## src/rtl/product_accumulator.sv

```systemverilog
// Accumulates unsigned multiplier products into groups closed by a last flag or a term limit.
// The finished group is held on a valid/ready output until it is taken.
module product_accumulator #(
  parameter int unsigned PROD_W    = 18,
  parameter int unsigned ACC_W     = 32,
  parameter int unsigned MAX_TERMS = 256,
  localparam int unsigned CNT_W    = $clog2(MAX_TERMS + 1)
) (
  input  logic              clk,
  input  logic              rst,
  input  logic              clear,
  input  logic [PROD_W-1:0] in_product,
  input  logic              in_valid,
  input  logic              in_last,
  output logic              in_ready,
  output logic [ACC_W-1:0]  out_sum,
  output logic [CNT_W-1:0]  out_count,
  output logic              out_overflow,
  output logic              out_valid,
  input  logic              out_ready
);

  localparam logic StAccum = 1'b0;
  localparam logic StHold  = 1'b1;

  localparam logic [CNT_W-1:0] CntOne = CNT_W'(1);
  localparam logic [CNT_W-1:0] CntMax = CNT_W'(MAX_TERMS);

  logic             state_q, state_d;
  logic [ACC_W-1:0] acc_q, acc_d;
  logic [CNT_W-1:0] cnt_q, cnt_d;
  logic             ovf_q, ovf_d;
  logic [ACC_W-1:0] sum_q, sum_d;
  logic [CNT_W-1:0] count_q, count_d;
  logic             ovfo_q, ovfo_d;
  logic             valid_q, valid_d;

  logic             accept;
  logic             take;
  logic             close;
  logic [ACC_W:0]   sum_ext;
  logic [CNT_W-1:0] cnt_inc;
  logic             ovf_nxt;

  assign in_ready     = (state_q == StAccum) && !rst && !clear;
  assign accept       = in_valid && in_ready;
  assign take         = valid_q && out_ready;
  // One extra bit keeps the carry out of the accumulator for the overflow flag.
  assign sum_ext      = {1'b0, acc_q} + {{(ACC_W + 1 - PROD_W){1'b0}}, in_product};
  assign cnt_inc      = cnt_q + CntOne;
  assign ovf_nxt      = ovf_q | sum_ext[ACC_W];
  assign close        = in_last || (cnt_inc == CntMax);

  assign out_sum      = sum_q;
  assign out_count    = count_q;
  assign out_overflow = ovfo_q;
  assign out_valid    = valid_q;

  always_comb begin
    state_d = state_q;
    acc_d   = acc_q;
    cnt_d   = cnt_q;
    ovf_d   = ovf_q;
    sum_d   = sum_q;
    count_d = count_q;
    ovfo_d  = ovfo_q;
    valid_d = valid_q;
    unique case (state_q)
      StAccum: begin
        if (clear) begin
          acc_d = '0;
          cnt_d = '0;
          ovf_d = 1'b0;
        end else if (accept) begin
          if (close) begin
            sum_d   = sum_ext[ACC_W-1:0];
            count_d = cnt_inc;
            ovfo_d  = ovf_nxt;
            valid_d = 1'b1;
            acc_d   = '0;
            cnt_d   = '0;
            ovf_d   = 1'b0;
            state_d = StHold;
          end else begin
            acc_d = sum_ext[ACC_W-1:0];
            cnt_d = cnt_inc;
            ovf_d = ovf_nxt;
          end
        end
      end
      StHold: begin
        if (take) begin
          valid_d = 1'b0;
          state_d = StAccum;
        end
      end
      default: state_d = StAccum;
    endcase
  end

  always_ff @(posedge clk) begin
    if (rst) begin
      state_q <= StAccum;
      acc_q   <= '0;
      cnt_q   <= '0;
      ovf_q   <= 1'b0;
      sum_q   <= '0;
      count_q <= '0;
      ovfo_q  <= 1'b0;
      valid_q <= 1'b0;
    end else begin
      state_q <= state_d;
      acc_q   <= acc_d;
      cnt_q   <= cnt_d;
      ovf_q   <= ovf_d;
      sum_q   <= sum_d;
      count_q <= count_d;
      ovfo_q  <= ovfo_d;
      valid_q <= valid_d;
    end
  end

endmodule

```

## config.mk

```make
export PLATFORM = sky130hd
export DESIGN_NAME = product_accumulator
export DESIGN_NICKNAME = d
export VERILOG_FILES = /design/src/rtl/product_accumulator.sv
export SDC_FILE = /design/constraint.sdc
export NUM_CORES = 1
export LEC_CHECK = 0
export CORE_ASPECT_RATIO = 1.4
export CORE_MARGIN = 8
export CORE_UTILIZATION = 55
export DETAILED_ROUTE_END_ITERATION = 12
export HOLD_SLACK_MARGIN = 0.12
export PLACE_DENSITY = 0.92
export SYNTH_ARGS = -nofsm -noshare
export SYNTH_HDL_FRONTEND = slang
export SYNTH_SLANG_ARGS = --single-unit
```

## constraint.sdc

```tcl
create_clock -name clk -period 6.95 [get_ports clk]
set_input_delay 0.695 -clock clk [delete_from_list [all_inputs] [get_ports clk]]
set_output_delay 0.695 -clock clk [all_outputs]
set_load 0.02 [all_outputs]
```

==> Word level (Yosys, flattened, before mapping) <==
Index checks and enable logic that the tools add are counted.
{ "op_classes": {"addsub": 2, "n_mul": 0, "div": 0, "order_cmp": 0, "eq_ne": 5, "shift": 0, "mux": 19, "bitwise_logic": 3, "reduce_logical": 11} }
{ "op_table": {"columns": ["op", "n"], "rows": [
  ["$mux 32", 3],
  ["$add 32x18->33", 1],
  ["$mux 9", 3],
  ["$mux 1", 11],
  ["$add 9x1->9 const B", 1],
  ["$eq 9x9->1 const B", 1],
  ["$reduce_and 4->1", 2],
  ["$ne 2x2->1 const B", 3],
  ["$logic_and 1x1->1", 4],
  ["$pmux 1 s2", 2],
  ["$logic_not 1->1", 2],
  ["$ne 2x1->1 const B", 1],
  ["$not 1->1", 2],
  ["$reduce_and 2->1", 1],
  ["$reduce_bool 2->1", 1],
  ["$logic_or 1x1->1", 1],
  ["$or 1x1->1", 1]
]} }
{ "word_totals": {"register_bits": 86, "latch_bits": 0, "ramBits": 0, "rom_bits": 0, "input_bits": 24, "out_inout_bits": 44, "wordCells": 48, "mem_count": 0} }

==> Depth between registers and ports, before layout <==
{ "depth": {"ltp_word": 7, "ltp_mapped": 12} }

==> Least setup slack after synthesis <==
OpenSTA, ideal clock, no wires.
{ "synth_path": {"path_type": "input to register", "start": "in in_product[0]", "end": "reg acc_q[30]", "setup_time_ps": 122, "arrival_ps": 2901, "path_slack_ps": 3927, "stages": 10, "n_path_buf": 0, "path_cell_list": "ha_1 fa_1 a21o_1 a221oi_2 nor3b_1 o31ai_2 a21oi_1 nand3_1 nor3_1 a311o_1"} }
{ "synth_via": {"elab_chain_cells": 4} }
{ "synth_lines": {"columns": ["item", "line", "source"], "rows": [
  ["start: declaration", "12", "input logic [PROD_W-1:0] in_product,"],
  ["$add 32x18->33", "49", "assign sum_ext = {1'b0, acc_q} + {{(ACC_W + 1 - PROD_W){1'b0}}, in_product};"],
  ["$mux 32", "75", "if (close) begin"],
  ["$mux 32", "74", "end else if (accept) begin"],
  ["$mux 32", "70", "if (clear) begin"],
  ["end signal: assignment", "104", "acc_q <= '0;"],
  ["end signal: assignment", "113", "acc_q <= acc_d;"],
  ["end: declaration", "30", "logic [ACC_W-1:0] acc_q, acc_d;"]
]} }
No other way between the ends. The select of a mux whose other input is x is not followed.
A chain may end at the register's enable or synchronous reset.

==> Worst setup path in the final report <==
{ "layout_path": {"start": "reg cnt_q[0]", "end": "reg acc_q[18]"} }
{ "layout_via": {"elab_chain_cells": 6} }
{ "layout_lines": {"columns": ["item", "line", "source"], "rows": [
  ["start: declaration", "31", "logic [CNT_W-1:0] cnt_q, cnt_d;"],
  ["start signal: assignment", "114", "cnt_q <= cnt_d;"],
  ["$add 9x1->9", "50", "assign cnt_inc = cnt_q + CntOne;"],
  ["$eq 9x9->1", "52", "assign close = in_last || (cnt_inc == CntMax);"],
  ["$logic_or 1x1->1", "52", null],
  ["$mux 32", "75", null],
  ["$mux 32", "74", null],
  ["$mux 32", "70", null]
]} }
No other way between the ends. The select of a mux whose other input is x is not followed.

==> flow_summary.yaml <==
status:
  outcome: "finished, final reports clean"
pwr:
  ir_drop_mv: 0.150
  cellPowerDensity_nw_per_um2: 183
  leakage_nw: 1.89
  p_total_mw: 0.968
synth:
  synth_common_cells: "86 x dfxtp_1, 66 x nand2_1, 60 x nor2_1, 46 x a21oi_1, 25 x xnor2_1"
  ys_ff_latch: 86
  yosys.area.top_type: "dfxtp_1"
  synth_fa_ha_area_frac: 0.0610
  syn-instance-count: 532
  ys_warn_count: 0
  syn_area_sq_um: 4430
  synth.distinct_cells: 54
  yosys.cell_count.top_type: "dfxtp_1"
  syn_nets: 577
  synth_top_family_by_area: "compound AO/OA/AOI/OAI gates"
  yosysSeqAreaShare: 0.389
  synth_edf_count: 0
  synth.top_cell.area_share: 0.389
  yosys.area_share.simple: 0.196
  synth_top_flop_cell: "dfxtp_1"
  synth.area.top_cells: "dfxtp_1 39%, ha_1 5.6%, nand2_1 5.6%"
  synth_compound_area_frac: 0.243
  synthXorXnorAreaFrac: 0.0731
  avgSynthCellArea_sq_um: 8.33
  synthMuxAreaShare: 0
  ys_async_sr_fraction: 0
place:
  dp_hpwl_um: 7900
  gp_congestion: 0.915
  dp.cells: 667
  io_buffers: 67
setup_path:
  required_ns: 7.24
  rrSetupSlack_ns: 3.39
  critical_path.endpoint_type: "flip-flop"
  cp_max_fo: 24
  worstPathArrival_ns: 3.85
  start_kind: "flip-flop"
  crit_type: "flip-flop to flip-flop"
  r2r_cells: 9
  r2r_end: "acc_q[18]"
  rr_startpoint: "cnt_q[0]"
finish:
  drive_above_1_share: 0.0480
  final_net_count: 623
  area_growth_pct: 19.3
  finish.utilization: 0.678
  antennaDiodeCount: 0
  layout.cells.non_filler: 683
drt:
  first_pass_iters: 5
  wl_per_cell_um: 16.5
  drt-vias-per-instance: 6.16
  drtIter0Drc: 291
  routed_wl_um: 11300
  drtAntennaViolNets: 0
  vias: 4208
  drcViolationCount: 0
floorplan:
  fp.coreArea_sq_um: 7800
  die_area_sq_um: 11200
  die_h_um: 122
  io-pin-count: 68
  start_util: 0.568
  die_w_um: 91.9
  rows: 38
clock_network:
  cts_hold_buf: 0
  post_cts_buffers: 0
  postCtsResizedCells: 0
  cts-buffers-inserted: 9
  cts_tree: "built"
  cts.clk_slew.worst_paths_ns: 0.09
  htree_levels: 3
  cts.sinks: 86
  clk_latency_ns: 0.37
  cts_root_buf: "clkbuf_8"
  cts_max_path_buffers: 2
run:
  max_cap_violations: 0
timing:
  tightest_slew_ns: 0.990
  clock_skew_ns: 0.0124
  setup-tns-final_ns: 0
  hold_violations: 0
  maxSlewViolCount: 0
  slew_headroom: 0.340
  finalSetupViolCount: 0
  fin_crit_sh: 0.512
  max_freq_mhz: 281
  rsz0062_at_grt: "no"
  holdWs_ns: 0.460
  finalCriticalPeriod_ns: 3.56
global_routing:
  grt_max_degree: 74
  antenna_found_initial: 0
  grt_pass1_wl_um: 18100
  grt_pass1_vias: 4075
  grt_overflow: 0
  gr-usage-all-layers: 0.195
worst_hold_path:
  worstHoldPathCells: 2
  min_path_type: "flip-flop to flip-flop"
  hp-start: "out_sum[7]"
  hold_path_end: "out_sum[7]"
## placed cells by master (no fill, tap or decap), drive strengths merged, types with 3 or more instances in the layout
master and instances:
a32o 3, nand2 66, o21a 3, a21boi 4, and3 11, nor3 10
nor2 60, a311o 5, nand3b 5, nand3 14, o21ai 21, a311oi 7
a21o 8, clkdlybuf4s50 66, a22oi 14, dfxtp 86, o31ai 5, or3 5
nor3b 4, a31oi 7, xor2 12, inv 3, nor2b 3, clkinvlp 3
a21oi 46, a211oi 21, and2 3, buf 4, clkbuf 10, xnor2 25
ha 20, nand4 3
## layout make-up
class / count / area [sq um]
well taps: 100 / 125
multi-input cells: 408 / 2550
inverters: 3 / 11.3
repair buffers: 70 / 688
clock inverters: 6 / 62.6
flip-flops and latches: 86 / 1720
clock buffers: 10 / 128
fillers: 617 / 2510
## logic make-up after synthesis
group,Yosys count
xor gates and xnor gates,37
adders and majority gates,21
AOI/OAI and AO/OA,160
and+or+nand+nor,190
buffers and inverters,38
DFF,86
## critical path, cell delays in order (launching register included)
cell and delay (ns):
dfxtp_1 0.50, ha_1 0.39, nand3_1 0.26, xor2_1 0.20, o31ai_1 0.09, a41oi_1 0.50, nor2b_2 0.73, buf_4 0.41
nand3_1 0.11, a311oi_1 0.26
## power breakdown
part           switching (mW)  internal (mW)  total [mW]
registers             0.00531          0.501       0.507
clock network           0.185          0.165       0.350
logic                  0.0655         0.0461       0.112
## layer usage
layer	part of all wire	track usage
met5	0	0
met4	0.024	0.103
met3	0.065	0.0443
met2	0.52	0.358
met1	0.39	0.202
## registers in the layout, summed over array words and instances, names as in the netlist
| register | cells |
|---|---|
| out_count | 9 |
| cnt_q | 9 |
| state_q | 1 |
| out_valid | 1 |
| acc_q | 32 |
| out_overflow | 1 |
| ovf_q | 1 |
| out_sum | 32 |
## worst max-delay path by stage
stage	startpoint	to	slack, ns	depth (start not counted)
2_1_floorplan	in_product[0]	acc_q[30]	3.93	10
5_1_grt	cnt_q[0]	acc_q[18]	3.02	9
6_report	cnt_q[0]	acc_q[18]	3.39	9
3_5_place_dp	in_product[0]	acc_q[30]	3.17	11
3_3_place_gp	in_product[0]	acc_q[30]	3.29	11
4_1_cts	cnt_q[0]	acc_q[18]	3.44	9
## metrics by stage
step	cell area, sq um	setup slack (ns)
2_1_floorplan	4430	3.93
3_3_place_gp	5100	3.29
3_5_place_dp	5100	3.17
4_1_cts	5290	3.44
5_1_grt	5290	3.02
6_report	5290	3.39
Note: power is estimated with default switching activity, not from simulation.
